<file path="src/rtl/reg_share_arbiter.sv">
// ============================================================================
// Module   : reg_share_arbiter
// Brief    : Round-robin arbiter sharing one NBITS-wide register among NREQ
//            requesters, with a HOLD-cycle settle window after each write.
// Revision : 1.0
// ============================================================================
`default_nettype none

module reg_share_arbiter #(
  parameter int NREQ  = 4,
  parameter int NBITS = 8,
  parameter int HOLD  = 2
) (
  input  logic                      clk,
  input  logic                      reset,
  input  logic [NREQ-1:0]           req,
  input  logic [NREQ*NBITS-1:0]     req_data,
  output logic [NREQ-1:0]           grant,
  output logic [NBITS-1:0]          q,
  output logic [$clog2(NREQ)-1:0]   q_owner,
  output logic                      busy
);

  localparam int PW = $clog2(NREQ);
  localparam int CW = (HOLD > 1) ? $clog2(HOLD) : 1;

  localparam logic [0:0] ST_IDLE = 1'b0;
  localparam logic [0:0] ST_HOLD = 1'b1;

  logic [0:0]       state_q, state_d;
  logic [CW-1:0]    cnt_q, cnt_d;
  logic [PW-1:0]    ptr_q, ptr_d;
  logic [PW-1:0]    owner_q, owner_d;
  logic [NBITS-1:0] data_q, data_d;

  logic [NREQ-1:0]  w_mask;
  logic [NREQ-1:0]  w_req_hi;
  logic [NREQ-1:0]  w_pick;
  logic [NREQ-1:0]  w_onehot;
  logic [PW-1:0]    w_winner;
  logic [NBITS-1:0] w_wdata;
  logic             w_grant_ok;

  // Requests at or above the pointer take precedence; otherwise wrap to the lowest.
  generate
    for (genvar i = 0; i < NREQ; i++) begin : g_mask
      assign w_mask[i] = (PW'(i) >= ptr_q);
    end
  endgenerate

  assign w_req_hi = req & w_mask;
  assign w_pick   = (|w_req_hi) ? w_req_hi : req;
  assign w_onehot = w_pick & (~w_pick + NREQ'(1));

  always_comb begin
    w_winner = '0;
    w_wdata  = '0;
    for (int i = 0; i < NREQ; i++) begin
      if (w_onehot[i]) begin
        w_winner = PW'(i);
        w_wdata  = req_data[i*NBITS +: NBITS];
      end
    end
  end

  assign w_grant_ok = (state_q == ST_IDLE) && !reset;
  assign grant      = w_grant_ok ? w_onehot : '0;

  always_comb begin
    state_d = state_q;
    cnt_d   = cnt_q;
    ptr_d   = ptr_q;
    owner_d = owner_q;
    data_d  = data_q;
    case (state_q)
      ST_IDLE: begin
        if (|req) begin
          data_d  = w_wdata;
          owner_d = w_winner;
          ptr_d   = (w_winner == PW'(NREQ-1)) ? '0 : w_winner + PW'(1);
          if (HOLD > 0) begin
            state_d = ST_HOLD;
            cnt_d   = CW'(HOLD-1);
          end
        end
      end
      ST_HOLD: begin
        if (cnt_q == '0) begin
          state_d = ST_IDLE;
        end else begin
          cnt_d = cnt_q - CW'(1);
        end
      end
      default: state_d = ST_IDLE;
    endcase
  end

  always_ff @(posedge clk or posedge reset) begin
    if (reset) begin
      state_q <= ST_IDLE;
      cnt_q   <= '0;
      ptr_q   <= '0;
      owner_q <= '0;
      data_q  <= '0;
    end else begin
      state_q <= state_d;
      cnt_q   <= cnt_d;
      ptr_q   <= ptr_d;
      owner_q <= owner_d;
      data_q  <= data_d;
    end
  end

  assign q       = data_q;
  assign q_owner = owner_q;
  assign busy    = (state_q == ST_HOLD);

endmodule

`default_nettype wire

</file>
<file path="config.mk">
export PLATFORM = sky130hd
export DESIGN_NAME = reg_share_arbiter
export DESIGN_NICKNAME = d
export VERILOG_FILES = /design/src/rtl/reg_share_arbiter.sv
export SDC_FILE = /design/constraint.sdc
export NUM_CORES = 1
export LEC_CHECK = 0
export BUFFER_PORTS_ARGS = -buffer_cell sky130_fd_sc_hd__clkbuf_2
export CORE_MARGIN = 2
export CORE_UTILIZATION = 44
export CTS_CLUSTER_SIZE = 30
export DETAILED_ROUTE_END_ITERATION = 8
export PLACE_DENSITY = 0.77
export SLEW_MARGIN = 20
export SYNTH_ARGS = -nofsm -noshare
export SYNTH_HDL_FRONTEND = slang
export SYNTH_SLANG_ARGS = --single-unit
</file>
<file path="constraint.sdc">
create_clock -name clk -period 1.6 [get_ports clk]
set_input_delay 0.16 -clock clk [delete_from_list [all_inputs] [get_ports clk]]
set_output_delay 0.16 -clock clk [all_outputs]
set_load 0.005 [all_outputs]
</file>
Yosys cells after proc, flatten, opt, wreduce, memory -nomap -nowiden --
Cells that the tools add are included.
Storage, ports and cells: register bits 14, bits in latches 0, memory bits (writable) 0, bits in read-only memories 0, input port bits 38, output and inout port bits 15, logic and storage cells 39, memories kept 0
Cells by class: $add $sub $neg 3, $mul 0, divide/modulo/power cells 0, order comparisons 4, equality and inequality tests 2, shifts and indexed selects 0, muxes and demuxes 16, bitwise gates (word level) 4, reduce and logical (&&, ||, !) cells 5
Operator list (count):
- $mux W8 | 4
- $and A4 B4 Y4 | 2
- $mux W4 | 2
- $reduce_or A4 Y1 | 2
- $mux W2 | 3
- $mux W1 | 5
- $add A4 B1 Y4 const B | 1
- $ge A1 B2 Y1 const A | 2
- $ge A2 B2 Y1 const A | 2
- $not A4 Y4 | 1
- $pmux W1 S2 | 2
- $add A2 B1 Y2 const B | 1
- $eq A2 B2 Y1 const B | 1
- $ne A2 B1 Y1 const B | 1
- $reduce_and A2 Y1 | 1
- $logic_and A1 B1 Y1 | 1
- $logic_not A1 Y1 | 1
- $not A1 Y1 | 1
- $sub A1 B1 Y1 const B | 1

Logic depth before layout (Yosys ltp) --
depth after elaboration 12, gate-level depth with buffers 7, mapped depth without buffers 5

Worst setup path after synthesis --
Ideal clock, no wire load.
kind reg2reg, from reg ptr_q[0], to reg data_q[0] (netlist: q[0]), library setup time 0.126 ns, arrival 1.309 ns, data required time 1.474 ns, slack 0.165 ns, cell stages (with the launch flop) 6, path buffers 0, period minus slack after synthesis 1.435 ns, path through dfrtp_1 > nor2b_1 > o21ba_2 > o21a_4 > a221oi_2 > o21ai_1
On the way: cells in the longest elaborated chain, start to end 11, elaborated cells between the ends (all ways) 14, classes of those cells add/sub: 1; order compare: 4; mux: 5; bitwise: 3; reduce/logical: 1
Ends and longest elaborated chain:
- start, declared | RTL line 32 | logic [PW-1:0] ptr_q, ptr_d;
- start signal, assigned | RTL line 108 | ptr_q <= ptr_d;
- $ge A1 B2 Y1 / $ge A2 B2 Y1 (equally long branches) | RTL line 47 | assign w_mask[i] = (PW'(i) >= ptr_q);
- $and A4 B4 Y4 * | RTL line 51 | assign w_req_hi = req & w_mask;
- $reduce_or A4 Y1 | RTL line 52 | assign w_pick = (|w_req_hi) ? w_req_hi : req;
- $mux W4 * | RTL line 52
- $not A4 Y4 | RTL line 53 | assign w_onehot = w_pick & (~w_pick + NREQ'(1));
- $add A4 B1 Y4 | RTL line 53
- $and A4 B4 Y4 * | RTL line 53
- $mux W8 (3 in a row) | RTL line 59 | if (w_onehot[i]) begin
- $mux W8 * | RTL line 59
- end signal, assigned | RTL line 110 | data_q <= data_d;
- end, declared | RTL line 34 | logic [NBITS-1:0] data_q, data_d;
Mark *: on every way between the ends. The rest lies on a longest branch, timed or not. A chain may end at the register's enable or synchronous reset.

Final worst setup path --
from reg ptr_q[0], to out grant[0]
On the way: cells in the longest elaborated chain, start to end 8, elaborated cells between the ends (all ways) 11, classes of those cells add/sub: 1; order compare: 4; mux: 2; bitwise: 3; reduce/logical: 1
Ends and longest elaborated chain:
- $ge A1 B2 Y1 / $ge A2 B2 Y1 (equally long branches) | RTL line 47
- $and A4 B4 Y4 * | RTL line 51
- $reduce_or A4 Y1 | RTL line 52
- $mux W4 * | RTL line 52
- $not A4 Y4 | RTL line 53
- $add A4 B1 Y4 | RTL line 53
- $and A4 B4 Y4 * | RTL line 53
- $mux W4 * | RTL line 67 | assign grant = w_grant_ok ? w_onehot : '0;
- end, declared | RTL line 18 | output logic [NREQ-1:0] grant,
Marked as above.

==> results.toml <==
[outcome]
outcome = "finished, violations left"
violations = "negative setup slack"

[die]
die_area_sq_um = 2722
die_x_um = 52.17
start_util = 0.4615
die_height_um = 52.17
num_rows = 17
core-area_sq_um = 2212
io_pins = 53

[worst_setup_path]
timing.rr.start = "ptr_q[0]"
reg2regPathDepth = 5
r2r-end = "q[3]"
worstPathArrival_ns = 1.52
critical_path_required_ns = 1.44
crit_fanout = 5
critPathLaunchType = "flip-flop"
critPathKind = "reg2out"
r2r_setup_slack_ns = 0.01
worstSetupEndpointType = "primary output"

[place]
dp_hpwl_um = 2026
dp_slack_ns = 0.07033
dp.cells = 180
port_buffers = 52
place_area_sq_um = 1303
place_congestion = 0.9309

[power_and_ir_drop]
p_leak_nw = 0.6598
internal_power_mw = 1.361
power_mw = 2.342
p_seq_frac = 0.289
power.share.combinational = 0.597
power_switching_share = 0.4188
irDropWorstVdd_v = 0.001063
p_per_area_nw_per_um2 = 1636
clock_power_share = 0.114
p_switching_uw = 980.6

[sta]
finClkSkew_ns = 0.008280
maxSlewViolCount = 0
tightest_slew_ns = 0.5533
setup_ws_ns = -0.08067
hold_viol = 0
layout_worst_path_cycle_share = 1.050
max-slew-margin-rel = 0.6307
max_freq_ghz = 0.5950
fin_crit_ns = 1.681
rsz0062_at_grt = "true"
setup_viol = 4

[layout]
fin_cells = 189
final_area_sq_um = 1431
nNetsFinal = 200
final_util = 0.6471
n_antenna_cell = 0
drive_above_1_share = 0.5528
area_growth_pct = 40.20

[synthesis]
yosysTopAreaCell = "dfrtp_1"
synth_cell_types = 31
synth-seq-area-share = 0.3431
synth_nets = 141
async_flop_share = 1.000
synth_flop_cell = "dfrtp_1"
synth_edf_count = 0
synth-seq-cells = 14
yosys.area.top_type_share = 0.3431
synthCells = 103
synthTopCellsByCount = "14 x dfrtp_1, 12 x nand2_1, 12 x o21ai_1"
synthTopCellsByArea = "dfrtp_1 34%, a221oi_2 12%, a2bb2oi_1 7.7%"
syn_area_sq_um = 1021
avgSynthCellArea_sq_um = 9.912
ys_warn_count = 0
synth.most_common_cell = "dfrtp_1"

[drt]
ant_nets = 0
drc = 0
first_pass_iters = 4
viasPerCell = 5.651
routed_wirelength_um = 2848
drt_iter0_drc = 33
dr_total_vias = 1068
drt-wirelength-per-cell_um = 15.07

[cts]
cts_tree = "yes"
cts_num_sinks = 14
cts_buffer_depth = 2
cts-htree-levels = 1
cts_made_buffers = 3
insertion_delay_ns = 0.29
root_buffer = "clkbuf_4"
path_clk_slew_ns = 0.10

[min_path]
hold_end = "q[0]"
holdCritPathClass = "in2reg"
whs_path_depth = 3
hp-start = "req_data[8]"

[job]
maxCapViolCount = 0

[global_route]
grt_start_max_net_pins = 15
grt_pass1_wl_um = 4540
grtUsageTotal = 0.2247
antenna_found_initial = 0
first_global_vias = 1023
grt.overflow.total = 0
-- logic make-up (layout without fill, tap and decap cells) --
| family | after synthesis | count (layout) | synth area share |
|---|---|---|---|
| and+or+nand+nor | 21 | 21 | 0.09682 |
| buffers and inverters | 13 | 71 | 0.08700 |
| AOI/OAI and AO/OA | 55 | 55 | 0.4731 |
| DFF | 14 | 14 | 0.3431 |
-- cell type report --
type	count	area, sq um
tap	28	35.03
sequential	14	351.6
multi-input combinational	76	629.4
clock buffer	4	36.28
inverter	4	17.52
fill	198	780.7
timing repair buffer	63	361.6
-- how the worst max path moves through the flow --
stage / startpoint / to / slack (ns) / depth (start not counted)
floorplan: ptr_q[0] / q[0] / 0.17 / 5
global placement: ptr_q[1] / grant[1] / 0.10 / 4
detailed placement: ptr_q[1] / grant[1] / 0.07 / 4
CTS: ptr_q[1] / grant[0] / -0.02 / 5
global route: ptr_q[1] / grant[0] / -0.13 / 5
finish: ptr_q[0] / grant[0] / -0.08 / 5
-- registers in the layout, summed over array words and instances (netlist names) --
| name | flops |
|---|---|
| cnt_q | 1 |
| ptr_q | 2 |
| busy | 1 |
| q_owner | 2 |
| q | 8 |
-- what timing repair did --
item	CTS	global route
endpoints found under the setup margin	4	12
hold buffers	1	0
resized for setup	5	5
pin swaps	3	2
hold endpoints to repair	14	0
setup buffers	4	1
-- through the flow --
stage               TNS (ns)  hold WS [ns]
floorplan                  0       0.04922
global placement           0        0.2689
detailed placement         0        0.2664
CTS                 -0.05918        0.1579
global route         -0.4103        0.1702
finish               -0.1137        0.1595
-- power by group through the flow --
stage | registers [mW] | logic [mW] | clock network [mW]
after floorplan | 0.639 | 0.929 | 0
final | 0.677 | 1.40 | 0.266
after detailed placement | 0.677 | 1.25 | 0
after global placement | 0.668 | 1.23 | 0
after global routing | 0.697 | 1.56 | 0.286
after CTS | 0.669 | 1.34 | 0.269
-- routing by layer --
| layer | wire (um) | track usage |
|---|---|---|
| met1 | 1157 | 0.2839 |
| met2 | 1496 | 0.3734 |
| met3 | 128 | 0.02286 |
| met4 | 66 | 0.1239 |
| met5 | 0 | 0 |
-- critical path, cell delays in order, from the launching register on --
cell       delay (ns)
dfrtp_1          0.45
a2bb2oi_1        0.21
o22ai_1          0.10
and2_4           0.18
nor3b_2          0.15
buf_2            0.13
-- cells in the final DEF (no fill, tap or decap), types with 2 or more instances in the layout --
cell type,synthesis,layout
a21oi_1,4,4
a221oi_2,8,7
a2bb2oi_1,9,9
buf_4,1,8
clkbuf_2,0,51
clkbuf_4,0,3
dfrtp_1,14,13
inv_1,2,2
nand2_1,12,12
nor3_2,0,2
o211ai_1,8,8
o21a_1,2,2
o21ai_1,12,12
o22ai_1,3,3
Note: power is estimated with default switching activity, not from simulation.
